===== config.mk =====
export PLATFORM = sky130hd
export DESIGN_NAME = modulation_sampler_flat
export DESIGN_NICKNAME = d
export VERILOG_FILES = /design/src/rtl/modulation_sampler_if.sv /design/src/rtl/modulation_sampler.sv /design/src/flat_wrapper.sv
export SDC_FILE = /design/constraint.sdc
export NUM_CORES = 1
export LEC_CHECK = 0
export CELL_PAD_IN_SITES_DETAIL_PLACEMENT = 0
export CELL_PAD_IN_SITES_GLOBAL_PLACEMENT = 2
export CORE_MARGIN = 8
export CORE_UTILIZATION = 29
export CTS_CLUSTER_DIAMETER = 100
export DETAILED_ROUTE_END_ITERATION = 8
export PLACE_DENSITY_LB_ADDON = 0.1
export SLEW_MARGIN = 20
export SYNTH_ARGS = -nofsm -noshare
export SYNTH_HDL_FRONTEND = slang
export SYNTH_SLANG_ARGS = --single-unit

===== constraint.sdc =====
create_clock -name CLK -period 5.62 [get_ports CLK]
set_clock_uncertainty 0.15 [all_clocks]
set_input_delay 1.124 -clock CLK [delete_from_list [all_inputs] [get_ports CLK]]
set_output_delay 1.124 -clock CLK [all_outputs]
set_load 0.005 [all_outputs]

===== src/rtl/modulation_sampler_if.sv =====
// Modulation BRAM read port: the sequencer drives the address (master),
// the BRAM returns the byte READ_LATENCY cycles later (slave).
interface modulation_sampler_if #(
  parameter int IDX_W = 15
);
  logic [IDX_W-1:0] IDX;
  logic             SEGMENT;
  logic [7:0]       VALUE;

  modport master (output IDX, output SEGMENT, input VALUE);
  modport slave  (input IDX, input SEGMENT, output VALUE);
endinterface


===== src/rtl/modulation_sampler.sv =====
// Modulation read sequencer: one BRAM read per accepted UPDATE, with a per-segment
// frequency divider, wrapping sample index and immediate/loop-boundary segment swaps.
module modulation_sampler #(
  parameter int IDX_W        = 15,
  parameter int READ_LATENCY = 2
) (
  input  logic             CLK,
  input  logic             RST,
  input  logic             UPDATE,
  input  logic [15:0]      FREQ_DIV_0,
  input  logic [15:0]      FREQ_DIV_1,
  input  logic [IDX_W-1:0] CYCLE_0,
  input  logic [IDX_W-1:0] CYCLE_1,
  input  logic             REQ_VALID,
  input  logic             REQ_SEGMENT,
  input  logic             REQ_IMMEDIATE,
  modulation_sampler_if.master MOD_BUS,
  output logic [7:0]       VALUE,
  output logic             VALID,
  output logic             CUR_SEGMENT,
  output logic             BUSY,
  output logic             OVERRUN
);

  typedef enum logic [1:0] {S_IDLE, S_WAIT, S_CAPTURE} state_e;

  localparam int WCNT_W = (READ_LATENCY > 1) ? $clog2(READ_LATENCY) : 1;
  localparam logic [WCNT_W-1:0] WAIT_LAST = WCNT_W'(READ_LATENCY - 1);

  // Divider terminal count D-1, with a programmed 0 behaving as 1.
  function automatic logic [15:0] div_last(input logic [15:0] fd);
    return (fd == 16'd0) ? 16'd0 : fd - 16'd1;
  endfunction

  state_e            state_q, state_d;
  logic [WCNT_W-1:0] wait_cnt_q, wait_cnt_d;
  logic              seg_q, seg_d;
  logic [IDX_W-1:0]  idx_q, idx_d;
  logic [15:0]       div_cnt_q, div_cnt_d;
  logic              pend_valid_q, pend_valid_d;
  logic              pend_seg_q, pend_seg_d;
  logic              pend_imm_q, pend_imm_d;
  logic [IDX_W-1:0]  mod_idx_q, mod_idx_d;
  logic              mod_seg_q, mod_seg_d;
  logic [7:0]        value_q, value_d;
  logic              valid_q, valid_d;
  logic              cur_seg_q, cur_seg_d;
  logic              overrun_q, overrun_d;

  logic              base_seg;
  logic [IDX_W-1:0]  base_idx;
  logic [15:0]       base_div;
  logic              base_pend;
  logic [15:0]       sel_fd;
  logic [IDX_W-1:0]  sel_cyc;

  always_comb begin
    state_d      = state_q;
    wait_cnt_d   = wait_cnt_q;
    seg_d        = seg_q;
    idx_d        = idx_q;
    div_cnt_d    = div_cnt_q;
    pend_valid_d = pend_valid_q;
    pend_seg_d   = pend_seg_q;
    pend_imm_d   = pend_imm_q;
    mod_idx_d    = mod_idx_q;
    mod_seg_d    = mod_seg_q;
    value_d      = value_q;
    valid_d      = 1'b0;
    cur_seg_d    = cur_seg_q;
    overrun_d    = overrun_q;

    // An immediate request rebases the read to (pend_seg, 0) with a fresh divider.
    base_seg  = seg_q;
    base_idx  = idx_q;
    base_div  = div_cnt_q;
    base_pend = pend_valid_q;
    if (pend_valid_q && pend_imm_q) begin
      base_seg  = pend_seg_q;
      base_idx  = '0;
      base_div  = '0;
      base_pend = 1'b0;
    end
    sel_fd  = base_seg ? FREQ_DIV_1 : FREQ_DIV_0;
    sel_cyc = base_seg ? CYCLE_1 : CYCLE_0;

    unique case (state_q)
      S_IDLE: begin
        if (UPDATE) begin
          state_d      = S_WAIT;
          wait_cnt_d   = '0;
          mod_idx_d    = base_idx;
          mod_seg_d    = base_seg;
          cur_seg_d    = base_seg;
          seg_d        = base_seg;
          pend_valid_d = base_pend;
          // >= keeps a lowered divider from stalling until the counter rolls over.
          if (base_div >= div_last(sel_fd)) begin
            div_cnt_d = '0;
            if (base_idx >= sel_cyc) begin
              idx_d = '0;
              if (base_pend) begin
                seg_d        = pend_seg_q;
                pend_valid_d = 1'b0;
              end
            end else begin
              idx_d = base_idx + 1'b1;
            end
          end else begin
            div_cnt_d = base_div + 16'd1;
            idx_d     = base_idx;
          end
        end
      end
      S_WAIT: begin
        if (wait_cnt_q == WAIT_LAST) state_d = S_CAPTURE;
        else wait_cnt_d = wait_cnt_q + 1'b1;
      end
      S_CAPTURE: begin
        value_d = MOD_BUS.VALUE;
        valid_d = 1'b1;
        state_d = S_IDLE;
      end
      default: state_d = S_IDLE;
    endcase

    if (UPDATE && (state_q != S_IDLE)) overrun_d = 1'b1;

    // A request arriving alongside an UPDATE lands after that UPDATE's read.
    if (REQ_VALID && !((REQ_SEGMENT == seg_q) && !pend_valid_q)) begin
      pend_valid_d = 1'b1;
      pend_seg_d   = REQ_SEGMENT;
      pend_imm_d   = REQ_IMMEDIATE;
    end
  end

  always_ff @(posedge CLK) begin
    if (RST) begin
      state_q      <= S_IDLE;
      wait_cnt_q   <= '0;
      seg_q        <= 1'b0;
      idx_q        <= '0;
      div_cnt_q    <= '0;
      pend_valid_q <= 1'b0;
      pend_seg_q   <= 1'b0;
      pend_imm_q   <= 1'b0;
      mod_idx_q    <= '0;
      mod_seg_q    <= 1'b0;
      value_q      <= '0;
      valid_q      <= 1'b0;
      cur_seg_q    <= 1'b0;
      overrun_q    <= 1'b0;
    end else begin
      state_q      <= state_d;
      wait_cnt_q   <= wait_cnt_d;
      seg_q        <= seg_d;
      idx_q        <= idx_d;
      div_cnt_q    <= div_cnt_d;
      pend_valid_q <= pend_valid_d;
      pend_seg_q   <= pend_seg_d;
      pend_imm_q   <= pend_imm_d;
      mod_idx_q    <= mod_idx_d;
      mod_seg_q    <= mod_seg_d;
      value_q      <= value_d;
      valid_q      <= valid_d;
      cur_seg_q    <= cur_seg_d;
      overrun_q    <= overrun_d;
    end
  end

  assign MOD_BUS.IDX     = mod_idx_q;
  assign MOD_BUS.SEGMENT = mod_seg_q;
  assign VALUE           = value_q;
  assign VALID           = valid_q;
  assign CUR_SEGMENT     = cur_seg_q;
  assign BUSY            = (state_q != S_IDLE);
  assign OVERRUN         = overrun_q;

endmodule

===== src/flat_wrapper.sv =====
// flat-port wrapper written by rule: the top's interface ports become plain ports
module modulation_sampler_flat 
#(
  parameter int IDX_W        = 15,
  parameter int READ_LATENCY = 2
)
  (CLK, RST, UPDATE, FREQ_DIV_0, FREQ_DIV_1, CYCLE_0, CYCLE_1, REQ_VALID, REQ_SEGMENT, REQ_IMMEDIATE, VALUE, VALID, CUR_SEGMENT, BUSY, OVERRUN, MOD_BUS_IDX, MOD_BUS_SEGMENT, MOD_BUS_VALUE);
  modulation_sampler_if #(.IDX_W(IDX_W)) MOD_BUS_i ();
  input  logic CLK;
  input  logic RST;
  input  logic UPDATE;
  input  logic [15:0] FREQ_DIV_0;
  input  logic [15:0] FREQ_DIV_1;
  input  logic [IDX_W-1:0] CYCLE_0;
  input  logic [IDX_W-1:0] CYCLE_1;
  input  logic REQ_VALID;
  input  logic REQ_SEGMENT;
  input  logic REQ_IMMEDIATE;
  output logic [7:0] VALUE;
  output logic VALID;
  output logic CUR_SEGMENT;
  output logic BUSY;
  output logic OVERRUN;
  output wire logic [$bits(MOD_BUS_i.IDX)-1:0] MOD_BUS_IDX;
  output wire logic [$bits(MOD_BUS_i.SEGMENT)-1:0] MOD_BUS_SEGMENT;
  input wire logic [$bits(MOD_BUS_i.VALUE)-1:0] MOD_BUS_VALUE;
  assign MOD_BUS_IDX = MOD_BUS_i.IDX;
  assign MOD_BUS_SEGMENT = MOD_BUS_i.SEGMENT;
  assign MOD_BUS_i.VALUE = MOD_BUS_VALUE;
  modulation_sampler #(.IDX_W(IDX_W), .READ_LATENCY(READ_LATENCY)) u_core (.CLK(CLK), .RST(RST), .UPDATE(UPDATE), .FREQ_DIV_0(FREQ_DIV_0), .FREQ_DIV_1(FREQ_DIV_1), .CYCLE_0(CYCLE_0), .CYCLE_1(CYCLE_1), .REQ_VALID(REQ_VALID), .REQ_SEGMENT(REQ_SEGMENT), .REQ_IMMEDIATE(REQ_IMMEDIATE), .MOD_BUS(MOD_BUS_i), .VALUE(VALUE), .VALID(VALID), .CUR_SEGMENT(CUR_SEGMENT), .BUSY(BUSY), .OVERRUN(OVERRUN));
endmodule

==> results.py, run 1 <==
metrics = {
    "setup_path": {
        "cp.required_ns": 5.73,
        "start_kind": "flop",
        "worst-path-max-fanout": 16,
        "end_kind": "flop",
        "r2r_cells": 16,
        "rrSetupSlack_ns": 0.42,
        "critPathKind": "reg -> reg",
        "r2r-end": "u_core.idx_q[13]$_SDFFE_PP0P_",
        "crit_start": "u_core.pend_valid_q$_SDFFE_PP0P_",
        "crit_arrival_ns": 5.31,
        "worst_r2r_startpoint": "u_core.pend_valid_q$_SDFFE_PP0P_",
        "crit_end": "u_core.idx_q[13]$_SDFFE_PP0P_",
    },
    "power": {
        "finalPower_uw": 1307,
        "p_leak_uw": 0.002572,
        "power_density_nw_per_um2": 207.2,
        "peakVddDrop_uv": 152.9,
    },
    "synth": {
        "ys_ff_latch": 64,
        "synth_top_area_frac": 0.2738,
        "synth_top_cell_by_area": "dfxtp_1",
        "synth_edf_count": 0,
        "synthesis.area_um2": 4679,
        "ys_types": 57,
        "synth_area_per_cell_um2": 7.621,
        "async_flop_share": 0,
        "seq_area_frac_synth": 0.2738,
        "syn_inst": 614,
        "synth_ff_type": "dfxtp_1",
        "synth_warnings": 0,
        "syn_nets": 725,
        "synthTopCellsByArea": "dfxtp_1 27%, ha_1 9.4%, a21oi_1 7.6%",
    },
    "global_routing": {
        "antenna_found_initial": 0,
        "grt_pass1_wl_um": 23760,
        "grt_max_degree": 60,
        "grt_pass1_vias": 4662,
        "gr-usage-all-layers": 0.1445,
        "overflow": 0,
    },
    "drt": {
        "via_count": 4684,
        "first_iter_violations": 240,
        "routed_via_density": 5.031,
        "postRouteAntennaNets": 0,
        "drtPass1Iterations": 8,
        "avgRoutedWirePerCell_um": 15.48,
        "drc": 0,
        "routed_wirelength_um": 14410,
    },
    "die": {
        "die_h_um": 143.0,
        "rows": 46,
        "dieWidth_um": 143.0,
        "design.core.area_um2": 15830,
        "die-area_um2": 20460,
        "initial_core_util": 0.2957,
        "io_pins": 104,
    },
    "sta": {
        "rsz0062_at_grt": "false",
        "relSlewSlack": 0.5654,
        "slew_viol_final": 0,
        "setup_tns_ns": 0,
        "worst_pin_slew_ns": 0.6519,
        "fmax_mhz": 192.2,
        "fin_crit_ns": 5.202,
        "finalCritPeriodShare": 0.9256,
        "finalHoldViolations": 0,
        "setup-violations-final": 0,
    },
    "clocking": {
        "cts_max_level": 3,
        "cts_root_buffer": "clkbuf_16",
        "clkSlewWorstSetupHoldPaths_ns": 0.05,
        "cts_buffers": 9,
        "cts_tree": "yes",
        "cts_max_path_buffers": 2,
        "clock_sinks": 64,
        "insertion_delay_ns": 0.34,
    },
    "flow_run": {
        "drv_cap": 0,
    },
    "cells_and_area": {
        "drive_gt1_frac": 0.08531,
        "syn2layout_area_growth_pct": 34.84,
        "fin_nets": 821,
        "diodes": 0,
        "finalCoreUtilization": 0.3987,
    },
    "placed_design": {
        "portBuffers": 103,
        "place.gp.congestion": 0.8074,
        "dp_hpwl_um": 10880,
    },
    "status": {
        "status": "completed",
    },
    "min_path": {
        "hold_path_class": "reg -> reg",
    },
}
[repair_timing]
action | 4_1_cts | 5_1_grt
setup buffers | 0 | 0
endpoints found under the setup margin | 0 | 5
hold buffers | 0 | 0
resized for setup | 0 | 1
[report_power, final]
part | internal (uW) | total, uW | leakage [uW] | switching [uW]
registers | 461 | 467 | 0.000517 | 6.61
logic | 90.4 | 175 | 0.00188 | 85.0
clock network | 456 | 665 | 0.000172 | 208
[sequential cells by signal, summed over array words and instances, names as in the netlist]
register	cells
u_core.pend_seg_q	1
u_core.wait_cnt_q	1
u_core.VALID	1
u_core.state_q	2
u_core.seg_q	1
u_core.MOD_BUS.IDX	15
u_core.CUR_SEGMENT	1
u_core.div_cnt_q	16
u_core.idx_q	15
u_core.pend_imm_q	1
u_core.VALUE	8
u_core.pend_valid_q	1
u_core.OVERRUN	1
[kinds of logic after synthesis]
logic type / Yosys count / synth area share
AND/OR/NAND/NOR: 273 / 0.2971
AO/OA/AOI/OAI: 140 / 0.1741
flip-flops: 64 / 0.2738
buffers and inverters: 46 / 0.04225
multiplexers: 38 / 0.08556
adder cells (fa/ha/maj): 35 / 0.09358
XOR/XNOR: 18 / 0.03369
[Yosys cell counts, types with 4 or more instances]
master,count
a21oi_1,71
a211oi_1,4
nand4b_1,4
nand3_1,9
nand3b_1,5
nand2_1,93
mux2i_1,34
buf_2,5
and2_1,26
xor2_1,5
nor3_1,22
a31oi_1,8
nand4_1,14
xnor2_1,13
or3_1,8
dfxtp_1,64
inv_1,11
clkbuf_1,24
nand2_2,11
ha_1,35
nand2b_1,5
and3_1,10
nor3b_1,7
nor2_1,44
o21ai_0,32
[placed cells by master, fill, tap and decap left out, types with 3 or more instances in the layout]
cell type / instances
a211oi_1: 4
a21oi_1: 71
a22oi_1: 3
a31oi_1: 8
and2_1: 26
and3_1: 10
buf_4: 17
bufinv_16: 3
clkbuf_16: 9
clkdlybuf4s50_1: 102
dfxtp_1: 64
ha_1: 35
inv_1: 11
mux2i_1: 34
nand2_1: 92
nand2_2: 12
nand2b_1: 5
nand3_1: 9
nand3b_1: 5
nand4_1: 14
nand4b_1: 4
nor2_1: 42
nor2b_1: 3
nor3_1: 22
nor3b_1: 7
nor4_1: 3
o21ai_0: 32
or2_2: 3
or3_1: 8
xnor2_1: 13
xor2_1: 5
[per-stage QoR]
stage	cell area [um^2]	hold slack, ns	worst slack, ns	instances
after floorplan	4679	0.2789	0.9214	614
after global placement	5949	0.2818	0.3383	915
after detailed placement	5949	0.2927	0.2308	915
after CTS	6305	0.2990	0.3695	931
after global routing	6310	0.3225	0.01567	931
final	6310	0.2961	0.4183	931
[critical path, stage by stage, from the launching register on]
cell,delay [ns]
dfxtp_1,0.47
and2_4,0.37
mux2i_4,0.57
buf_4,0.31
nand2_1,0.09
a211o_4,0.38
nor4b_4,0.27
nand2_2,0.13
nand2_2,0.07
ha_1,0.23
a211o_1,0.30
a31oi_1,0.15
o221ai_1,0.14
a211o_1,0.53
a211oi_1,0.61
o211ai_1,0.18
a21oi_1,0.16
[layout make-up]
class | count | area [um^2]
Inverter | 11 | 41.29
Tap cell | 216 | 270.3
Clock inverter | 5 | 102.6
Clock buffer | 11 | 252.7
Fill cell | 1647 | 9518
Multi-Input combinational cell | 504 | 3208
Sequential cell | 64 | 1281
Timing Repair Buffer | 120 | 1154
[worst min path at each step]
stage                                            start                                  to  slack (ns)  cells past startpoint
finish                  u_core.wait_cnt_q$_SDFFE_PP0P_      u_core.state_q[1]$_SDFFE_PP0P_        0.30                      2
CTS                     u_core.wait_cnt_q$_SDFFE_PP0P_      u_core.state_q[1]$_SDFFE_PP0P_        0.30                      2
floorplan               u_core.wait_cnt_q$_SDFFE_PP0P_      u_core.state_q[1]$_SDFFE_PP0P_        0.28                      2
global placement        u_core.wait_cnt_q$_SDFFE_PP0P_      u_core.state_q[1]$_SDFFE_PP0P_        0.28                      2
global route        u_core.MOD_BUS.IDX[6]$_SDFFE_PP0P_  u_core.MOD_BUS.IDX[6]$_SDFFE_PP0P_        0.32                      2
detailed placement      u_core.wait_cnt_q$_SDFFE_PP0P_      u_core.state_q[1]$_SDFFE_PP0P_        0.29                      2
[per-layer routing]
layer,GRT usage,vias up,share of wire
li1,-,2381,-
met1,0.1775,2191,0.46
met2,0.2399,98,0.48
met3,0.04341,14,0.055
met4,0.03747,0,0.011
met5,0,-,0
Power figures use the tool's default switching activity.
==> run 2, diff against run 1 <==
Settings changed: CORE_UTILIZATION 29 to 31, REMOVE_ABC_BUFFERS set to 1.
Clock period 5.62 ns to 6.1 ns, I/O delays scaled along.
==> run 2 against run 1 <==
Global-route usage is essentially flat; via count shrank 1.9%; critical path type is now in -> reg; sequential cell count is the same; cell count shrank 3.4%; setup slack gained 0.38 ns; highest routed layer unchanged.
==> results.py, run 2 (synthesis gave the netlist of run 1 again) <==
metrics = {
    "power": {
        "finalPower_uw": 1151,
        "peakVddDrop_uv": 92.41,
        "power_density_nw_per_um2": 185.4,
        "p_leak_uw": 0.002539,
    },
    "min_path": {
        "hold_path_class": "reg -> reg",
        "whs_path_depth": 2,
    },
    "cells_and_area": {
        "drive_gt1_frac": 0.07876,
        "final_cell_mix": "102 x clkdlybuf4s50_1, 92 x nand2_1, 71 x a21oi_1, 64 x dfxtp_1, 43 x nor2_1",
        "top_register": "u_core.div_cnt_q",
        "finalCoreUtilization": 0.4145,
        "fin_nets": 817,
        "stdcell_area_um2": 6208,
        "syn2layout_area_growth_pct": 32.67,
        "mostFrequentLayoutCell": "clkdlybuf4s50_1",
        "largest_reg_flops": 16,
        "diodes": 0,
    },
    "sta": {
        "setup_tns_ns": 0,
        "fin_crit_ns": 5.302,
        "finalHoldViolations": 0,
        "setup-violations-final": 0,
        "fmax_mhz": 188.6,
        "worst_pin_slew_ns": 0.7016,
        "rsz0062_at_grt": "false",
        "hold_slack_ns": 0.3043,
        "relSlewSlack": 0.5305,
        "finalCritPeriodShare": 0.8692,
        "slew_viol_final": 0,
    },
    "drt": {
        "routed_via_density": 5.111,
        "avgRoutedWirePerCell_um": 15.66,
        "via_count": 4595,
        "drtPass1Iterations": 4,
        "first_iter_violations": 168,
        "drc": 0,
        "routed_wirelength_um": 14080,
        "postRouteAntennaNets": 0,
    },
    "die": {
        "die-area_um2": 19280,
        "design.core.area_um2": 14980,
        "initial_core_util": 0.3124,
        "io_pins": 104,
        "die_h_um": 138.9,
        "dieWidth_um": 138.9,
        "rows": 45,
    },
    "clocking": {
        "cts_tree": "yes",
        "cts_buffers": 9,
        "cts_max_level": 3,
        "clkSlewWorstSetupHoldPaths_ns": 0.05,
        "cts_setup_buffers": 0,
        "hold_buffers": 0,
        "insertion_delay_ns": 0.32,
        "cts_max_path_buffers": 2,
        "cts_resized": 0,
        "cts_root_buffer": "clkbuf_16",
        "clock_sinks": 64,
    },
    "setup_path": {
        "path_depth": 15,
        "end_kind": "flop",
        "start_kind": "input port",
        "slowest_delay_ns": 0.59,
        "critPathKind": "in -> reg",
        "worst-path-max-fanout": 19,
        "cp.required_ns": 6.20,
        "crit_buf_inv": 2,
        "r2r_cells": 17,
        "crit_arrival_ns": 5.40,
        "critPathSlowestCell": "a211o_1",
        "cp_cell_sequence": "clkdlybuf4s50_1, or3_1, a211o_4, nor4b_4, nand2_2, nand2_2, ha_1, a211o_1, a31oi_1, o221ai_1, a211o_1, buf_4, or2_2, or3_1, a31oi_1",
        "cp_top_family": "compound AO/OA/AOI/OAI gates",
    },
    "placed_design": {
        "place_area_um2": 5884,
        "portBuffers": 103,
        "place.gp.congestion": 0.7765,
        "dp_hpwl_um": 10240,
    },
    "global_routing": {
        "use_met1": 0.1729,
        "grt.busiest_layer": "met2",
        "gr-usage-met2": 0.2565,
        "grt_max_degree": 60,
        "overflow": 0,
        "antenna_found_initial": 0,
        "met3_usage": 0.02892,
        "grt_pass1_vias": 4658,
        "grt_pass1_wl_um": 23340,
        "gr-usage-all-layers": 0.1440,
    },
    "flow_run": {
        "drv_cap": 0,
    },
    "status": {
        "status": "completed",
    },
}
==> run 2: cell count changes in the layout (fill, tap and decap cells not counted), sizes merged <==
cell,change
bufinv,-1
clkbuf,-1
clkinv,+2
buf,-4
==> run 2: report_power, final <==
group / internal, uW / switching [uW]
Sequential: 424 / 6.37
Clock: 367 / 192
Combinational: 83.0 / 78.6
Total: 874 / 277
==> run 2: path summary, 6_finish.rpt <==
path                                            start                                   to  slack [ns]
setup / recovery                        FREQ_DIV_1[9]    u_core.div_cnt_q[15]$_SDFFE_PP0P_        0.80
hold / removal    u_core.MOD_BUS.IDX[13]$_SDFFE_PP0P_  u_core.MOD_BUS.IDX[13]$_SDFFE_PP0P_        0.30
setup reg to reg     u_core.pend_valid_q$_SDFFE_PP0P_    u_core.div_cnt_q[15]$_SDFFE_PP0P_        0.95
hold reg to reg   u_core.MOD_BUS.IDX[13]$_SDFFE_PP0P_  u_core.MOD_BUS.IDX[13]$_SDFFE_PP0P_        0.30
==> run 2: per-layer routing <==
layer  vias to the layer above  wire [um]
li1                       2368          -
met1                      2131       6626
met2                        85       6886
met3                        11        417
met4                         0        146
met5                         -          0
==> run 2: area by class of cell <==
cell class	instances	area (um^2)
Fill cell	1553	8768
Multi-Input combinational cell	504	3206
Sequential cell	64	1281
Timing Repair Buffer	116	1124
Clock buffer	10	239.0
Tap cell	188	235.2
Clock inverter	6	82.58
Inverter	11	41.29
==> run 2: worst min-delay path, cell delays in order, from the launching register on <==
cell and delay, ns:
dfxtp_1 0.31, nand2_1 0.05, a21oi_1 0.05
==> run 2: metrics by stage <==
step                      worst slack, ns  cells
after detailed placement           0.4173    883
after CTS                          0.7512    899
after global routing               0.4714    899
after global placement             0.4878    883
final                              0.7981    899
after floorplan                    0.5296    579
